`src/rtl/majority_vote_ctrl.sv`:
```
`default_nettype none
// ============================================================================
//  Module   : majority_vote_ctrl
//  Purpose  : Round-based collector for five voters. It latches each voter's
//             first vote and closes the round when all five have voted (or,
//             optionally, on timeout). It then presents the 5-input majority
//             decision on a valid/ready handshake.
//  Options  : MAJORITY_VOTE_TIMEOUT_EN - when defined, a COLLECT-state timer
//             closes the round after TIMEOUT_CYCLES cycles.
//  Revision : 1.0 - initial release
// ============================================================================
module majority_vote_ctrl #(
   parameter int unsigned TIMEOUT_CYCLES = 16
) (
   input  logic       clk,
   input  logic       rst_n,
   input  logic       start_i,
   input  logic [4:0] vote_valid_i,
   input  logic [4:0] vote_val_i,
   input  logic       result_ready_i,
   output logic       busy_o,
   output logic       result_valid_o,
   output logic       result_o,
   output logic [2:0] vote_count_o,
   output logic [4:0] voted_mask_o,
   output logic       timed_out_o
);

   typedef enum logic [1:0] {
      ST_IDLE    = 2'd0,
      ST_COLLECT = 2'd1,
      ST_DONE    = 2'd2
   } state_t;

   state_t     state_q, state_d;
   logic [4:0] mask_q,  mask_d;
   logic [4:0] votes_q, votes_d;
   logic [4:0] new_votes;

`ifdef MAJORITY_VOTE_TIMEOUT_EN
   // Last timer value of a round; the round closes on the edge that sees it.
   localparam logic [15:0] C_TIMER_LAST = 16'(TIMEOUT_CYCLES - 1);

   logic [15:0] timer_q, timer_d;
   logic        timed_out_q, timed_out_d;
`endif

   // Number of set bits in a 5-bit vector.
   function automatic logic [2:0] popcount5(input logic [4:0] v);
      logic [2:0] cnt;
      cnt = 3'd0;
      for (int i = 0; i < 5; i++) begin
         cnt = cnt + {2'b00, v[i]};
      end
      return cnt;
   endfunction

   // Voters offering a vote this cycle that have not voted yet this round.
   assign new_votes = vote_valid_i & ~mask_q;

   // Next-state logic: round sequencing, first-vote-wins capture and timeout.
   always_comb begin
      state_d = state_q;
      mask_d  = mask_q;
      votes_d = votes_q;
`ifdef MAJORITY_VOTE_TIMEOUT_EN
      timer_d     = timer_q;
      timed_out_d = timed_out_q;
`endif
      case (state_q)
         ST_IDLE: begin
            if (start_i) begin
               state_d = ST_COLLECT;
               mask_d  = 5'b00000;
               votes_d = 5'b00000;
`ifdef MAJORITY_VOTE_TIMEOUT_EN
               timer_d     = 16'd0;
               timed_out_d = 1'b0;
`endif
            end
         end
         ST_COLLECT: begin
            mask_d  = mask_q | new_votes;
            votes_d = (votes_q & ~new_votes) | (vote_val_i & new_votes);
            if (&mask_d) begin
               // Completion takes priority over a coincident timeout.
               state_d = ST_DONE;
            end
`ifdef MAJORITY_VOTE_TIMEOUT_EN
            else if (timer_q == C_TIMER_LAST) begin
               state_d     = ST_DONE;
               timed_out_d = 1'b1;
            end else begin
               timer_d = timer_q + 16'd1;
            end
`endif
         end
         ST_DONE: begin
            if (result_ready_i) begin
               state_d = ST_IDLE;
            end
         end
         default: begin
            state_d = ST_IDLE;
         end
      endcase
   end

   // State and round registers with synchronous active-low reset.
   always_ff @(posedge clk) begin
      if (!rst_n) begin
         state_q <= ST_IDLE;
         mask_q  <= 5'b00000;
         votes_q <= 5'b00000;
`ifdef MAJORITY_VOTE_TIMEOUT_EN
         timer_q     <= 16'd0;
         timed_out_q <= 1'b0;
`endif
      end else begin
         state_q <= state_d;
         mask_q  <= mask_d;
         votes_q <= votes_d;
`ifdef MAJORITY_VOTE_TIMEOUT_EN
         timer_q     <= timer_d;
         timed_out_q <= timed_out_d;
`endif
      end
   end

   // Outputs decode registered state only; unvoted voters count as 0.
   assign busy_o         = (state_q != ST_IDLE);
   assign result_valid_o = (state_q == ST_DONE);
   assign result_o       = (popcount5(votes_q & mask_q) >= 3'd3);
   assign vote_count_o   = popcount5(mask_q);
   assign voted_mask_o   = mask_q;
`ifdef MAJORITY_VOTE_TIMEOUT_EN
   assign timed_out_o    = timed_out_q;
`else
   assign timed_out_o    = 1'b0;
`endif

endmodule
`default_nettype wire

```
`config.mk`:
```
export PLATFORM = sky130hd
export DESIGN_NAME = majority_vote_ctrl
export DESIGN_NICKNAME = d
export VERILOG_FILES = /design/src/rtl/majority_vote_ctrl.sv
export SDC_FILE = /design/constraint.sdc
export NUM_CORES = 1
export LEC_CHECK = 0
export BUFFER_PORTS_ARGS = -buffer_cell sky130_fd_sc_hd__buf_2
export CAP_MARGIN = 20
export CORE_MARGIN = 3
export CORE_UTILIZATION = 47
export DETAILED_ROUTE_END_ITERATION = 6
export GPL_TIMING_DRIVEN = 0
export PLACE_DENSITY = 0.72
export RECOVER_POWER = 50
export SLEW_MARGIN = 40
export SYNTH_ARGS = -nofsm -noshare
export SYNTH_HDL_FRONTEND = slang
export SYNTH_SLANG_ARGS = --single-unit
```
`constraint.sdc`:
```
create_clock -name clk -period 4.3 [get_ports clk]
set_clock_uncertainty 0.2 [all_clocks]
set_input_delay 0.86 -clock clk [delete_from_list [all_inputs] [get_ports clk]]
set_output_delay 0.86 -clock clk [all_outputs]
set_load 0.1 [all_outputs]
```
==> results.py <==
metrics = {
    "final_layout": {
        "final_nets": 141,
        "stdcell_area_sq_um": 946,
        "fillCellCount": 156,
        "drive_gt1_share_pct": 25.2,
        "diodes": 0,
        "instances_no_fill": 135,
        "syn_to_final_growth_pct": 21.0,
        "post-route-util_pct": 61.4,
    },
    "setup_path": {
        "r2r_slack_ns": 3.01,
        "arrival_ns": 2.77,
        "crit_end": "result_o",
        "required_ns": 3.24,
        "reg2regPathDepth": 3,
        "slowest_delay_ns": 0.52,
        "crit_type": "reg -> out",
        "r2r_start": "state_q[1]$_SDFFE_PN0P_",
        "crit_chain": "nand2_1 -> fa_1 -> fa_1 -> inv_1 -> ha_1 -> nor3b_1 -> or2_2 -> buf_2",
        "path_max_fanout": 7,
        "cp_common_cell": "fa_1",
        "cpMaxStageDelayCell": "fa_1",
        "r2r_end": "votes_q[4]$_SDFFE_PN0P_",
        "start_kind": "flip-flop",
        "worstSetupEndpointType": "output port",
        "critPathLaunch": "voted_mask_o[0]$_SDFFE_PN0P_",
    },
    "cts": {
        "cts_setup_buffers": 0,
        "clk_pin_slew_ns": 0.08,
        "cts_tree": "built",
        "cts_buffers": 3,
        "cts_hold_buf": 0,
        "clock_latency_ns": 0.28,
        "cts.sinks": 12,
        "clk_path_buf_depth": 2,
        "ctsResizeCount": 0,
        "cts_root_buffer": "clkbuf_4",
        "ctsHtreeMaxLevel": 1,
    },
    "floorplanning": {
        "ios": 26,
        "start_util_pct": 50.7,
        "core-area_sq_mm": 0.00154,
        "die-area_sq_mm": 0.00219,
        "row_count": 14,
        "die_h_um": 46.8,
        "chipWidth_um": 46.8,
    },
    "yosys": {
        "syn_inst": 91,
        "synth_top_flop_cell": "dfxtp_1",
        "async_flop_share_pct": 0,
        "yosysTopAreaCellShare_pct": 30.7,
        "synth_area_per_cell_sq_um": 8.59,
        "yosysWarnings": 0,
        "synthesis.area_sq_um": 782,
        "synth-edff-count": 0,
        "ys_types": 24,
        "yosysTopAreaCell": "dfxtp_1",
        "synthTopCellsByArea": "dfxtp_1 (31%), fa_1 (10%), nand2_1 (7.2%), a21oi_1 (6.4%), and2b_1 (4.8%)",
        "synth-seq-cells": 12,
        "synth_nets": 112,
        "synth-seq-area-share_pct": 30.7,
    },
    "power_and_ir_drop": {
        "power_density_mw_per_mm2": 345,
        "ir_drop_mv": 0.207,
        "total_power_uw": 326,
        "leakage_nw": 0.441,
    },
    "sta": {
        "slew_violations": 0,
        "setup_slack_ns": 0.466,
        "hold_slack_ns": 0.272,
        "setup_viol": 0,
        "max_freq_mhz": 261,
        "fin_setup_tns_ns": 0,
        "min_period_over_period_pct": 89.2,
        "layout_min_cycle_time_ns": 3.83,
        "hold_viol_final": 0,
        "rsz0062_at_grt": "no",
    },
    "place": {
        "place_ws_ns": 0.754,
        "place_hpwl_um": 1340,
        "dp.cells": 131,
        "gp_congestion": 0.753,
        "dpl-instance-area_sq_um": 922,
        "port_buffers": 24,
    },
    "route": {
        "antenna_left": 0,
        "postRouteWirelength_um": 1710,
        "via_per_inst": 5.35,
        "drt_iter0_markers": 10,
        "via_count": 722,
        "drc": 0,
        "drtPass1Iterations": 4,
        "routedWlPerCell_um": 12.6,
    },
    "run_status": {
        "status": "completed",
    },
    "global_routing": {
        "grt_max_degree": 11,
        "antenna_found_initial": 0,
        "grt_pass1_wl_um": 2760,
        "grt_overflow_total": 0,
        "grt_pass1_vias": 637,
        "grt_util_all_layers_pct": 18.0,
    },
    "worst_hold_path": {
        "hold_path_class": "reg -> reg",
    },
    "flow_run": {
        "cap_violations": 0,
    },
}
[Yosys cell counts, types with 2 or more instances]
master	number
o22ai_1	6
buf_6	2
a21oi_1	10
or2_2	2
inv_1	3
nor2_1	2
nand2_1	15
nand3_1	5
and2b_1	5
nor2b_4	2
dfxtp_1	12
nand2b_1	6
o21ai_0	5
fa_1	4
ha_1	3
[critical path, delay by kind of cell, from the launching register on]
kind	cells	cell delay [ns]
flops	1	0.46
fa+ha+maj	3	1.16
buf+inv	2	0.37
simple gates	3	0.51
[area by class of cell]
type | count | area (sq um) | share of cell area, %
clock buffer | 4 | 36.3 | 3.84
sequential | 12 | 240 | 25.4
tap | 16 | 20.0 | 2.12
multi-input combinational | 72 | 492 | 52.0
buffer | 4 | 33.8 | 3.57
timing repair buffer | 24 | 113 | 11.9
inverter | 3 | 11.3 | 1.19
[cells in the final DEF, fill, tap and decap left out, drive strengths merged, types with 2 or more instances in the layout]
master / synthesis / routed
fa: 4 / 4
nand3: 5 / 5
clkbuf: 1 / 11
nor2: 2 / 2
dfxtp: 12 / 12
nor2b: 2 / 2
o22ai: 6 / 6
or2: 2 / 2
nand2: 15 / 15
o21ai: 5 / 5
a21oi: 10 / 10
nand2b: 6 / 6
and2b: 5 / 5
buf: 3 / 21
inv: 3 / 3
ha: 3 / 3
nor3b: 2 / 2
[worst min-delay path by stage]
stage                                       start  slack [ns]  depth (start not counted)                      end
final                     votes_q[2]$_SDFFE_PN0P_        0.27                          2  votes_q[2]$_SDFFE_PN0P_
after global placement    votes_q[2]$_SDFFE_PN0P_        0.25                          2  votes_q[2]$_SDFFE_PN0P_
after floorplan           votes_q[0]$_SDFFE_PN0P_        0.25                          2  votes_q[0]$_SDFFE_PN0P_
after CTS                 votes_q[1]$_SDFFE_PN0P_        0.27                          2  votes_q[1]$_SDFFE_PN0P_
after global routing      votes_q[1]$_SDFFE_PN0P_        0.30                          2  votes_q[1]$_SDFFE_PN0P_
after detailed placement  votes_q[1]$_SDFFE_PN0P_        0.26                          2  votes_q[1]$_SDFFE_PN0P_
[kinds of logic (layout without fill, tap and decap cells)]
kind of cell               count (synthesis)  count (layout)  share of synthesized area, %
adders and majority gates                  7               7                          15.0
DFF                                       12              12                          30.7
AOI/OAI and AO/OA                         25              25                          19.4
buffers and inverters                      7              35                          5.76
other                                      1               1                         0.480
and+or+nand+nor                           39              39                          28.6
[registers in the layout, indices dropped and copies added (netlist names)]
signal and cells:
voted_mask_o 5, votes_q 5, state_q 2
[metal layers]
metal  share of wire (%)  global-route usage (%)
met1                  42                    20.2
met4                 1.1                    4.97
met3                 6.3                    7.28
met5                   0                       0
met2                  51                    31.4
[report_power, final]
| part | internal, mW | total (mW) | leakage, nW | switching [mW] |
|---|---|---|---|---|
| Sequential | 0.116 | 0.123 | 0.0980 | 0.00681 |
| Clock | 0.0515 | 0.0932 | 0.0210 | 0.0417 |
| Combinational | 0.0257 | 0.110 | 0.322 | 0.0842 |
(Power assumes the default switching activity.)
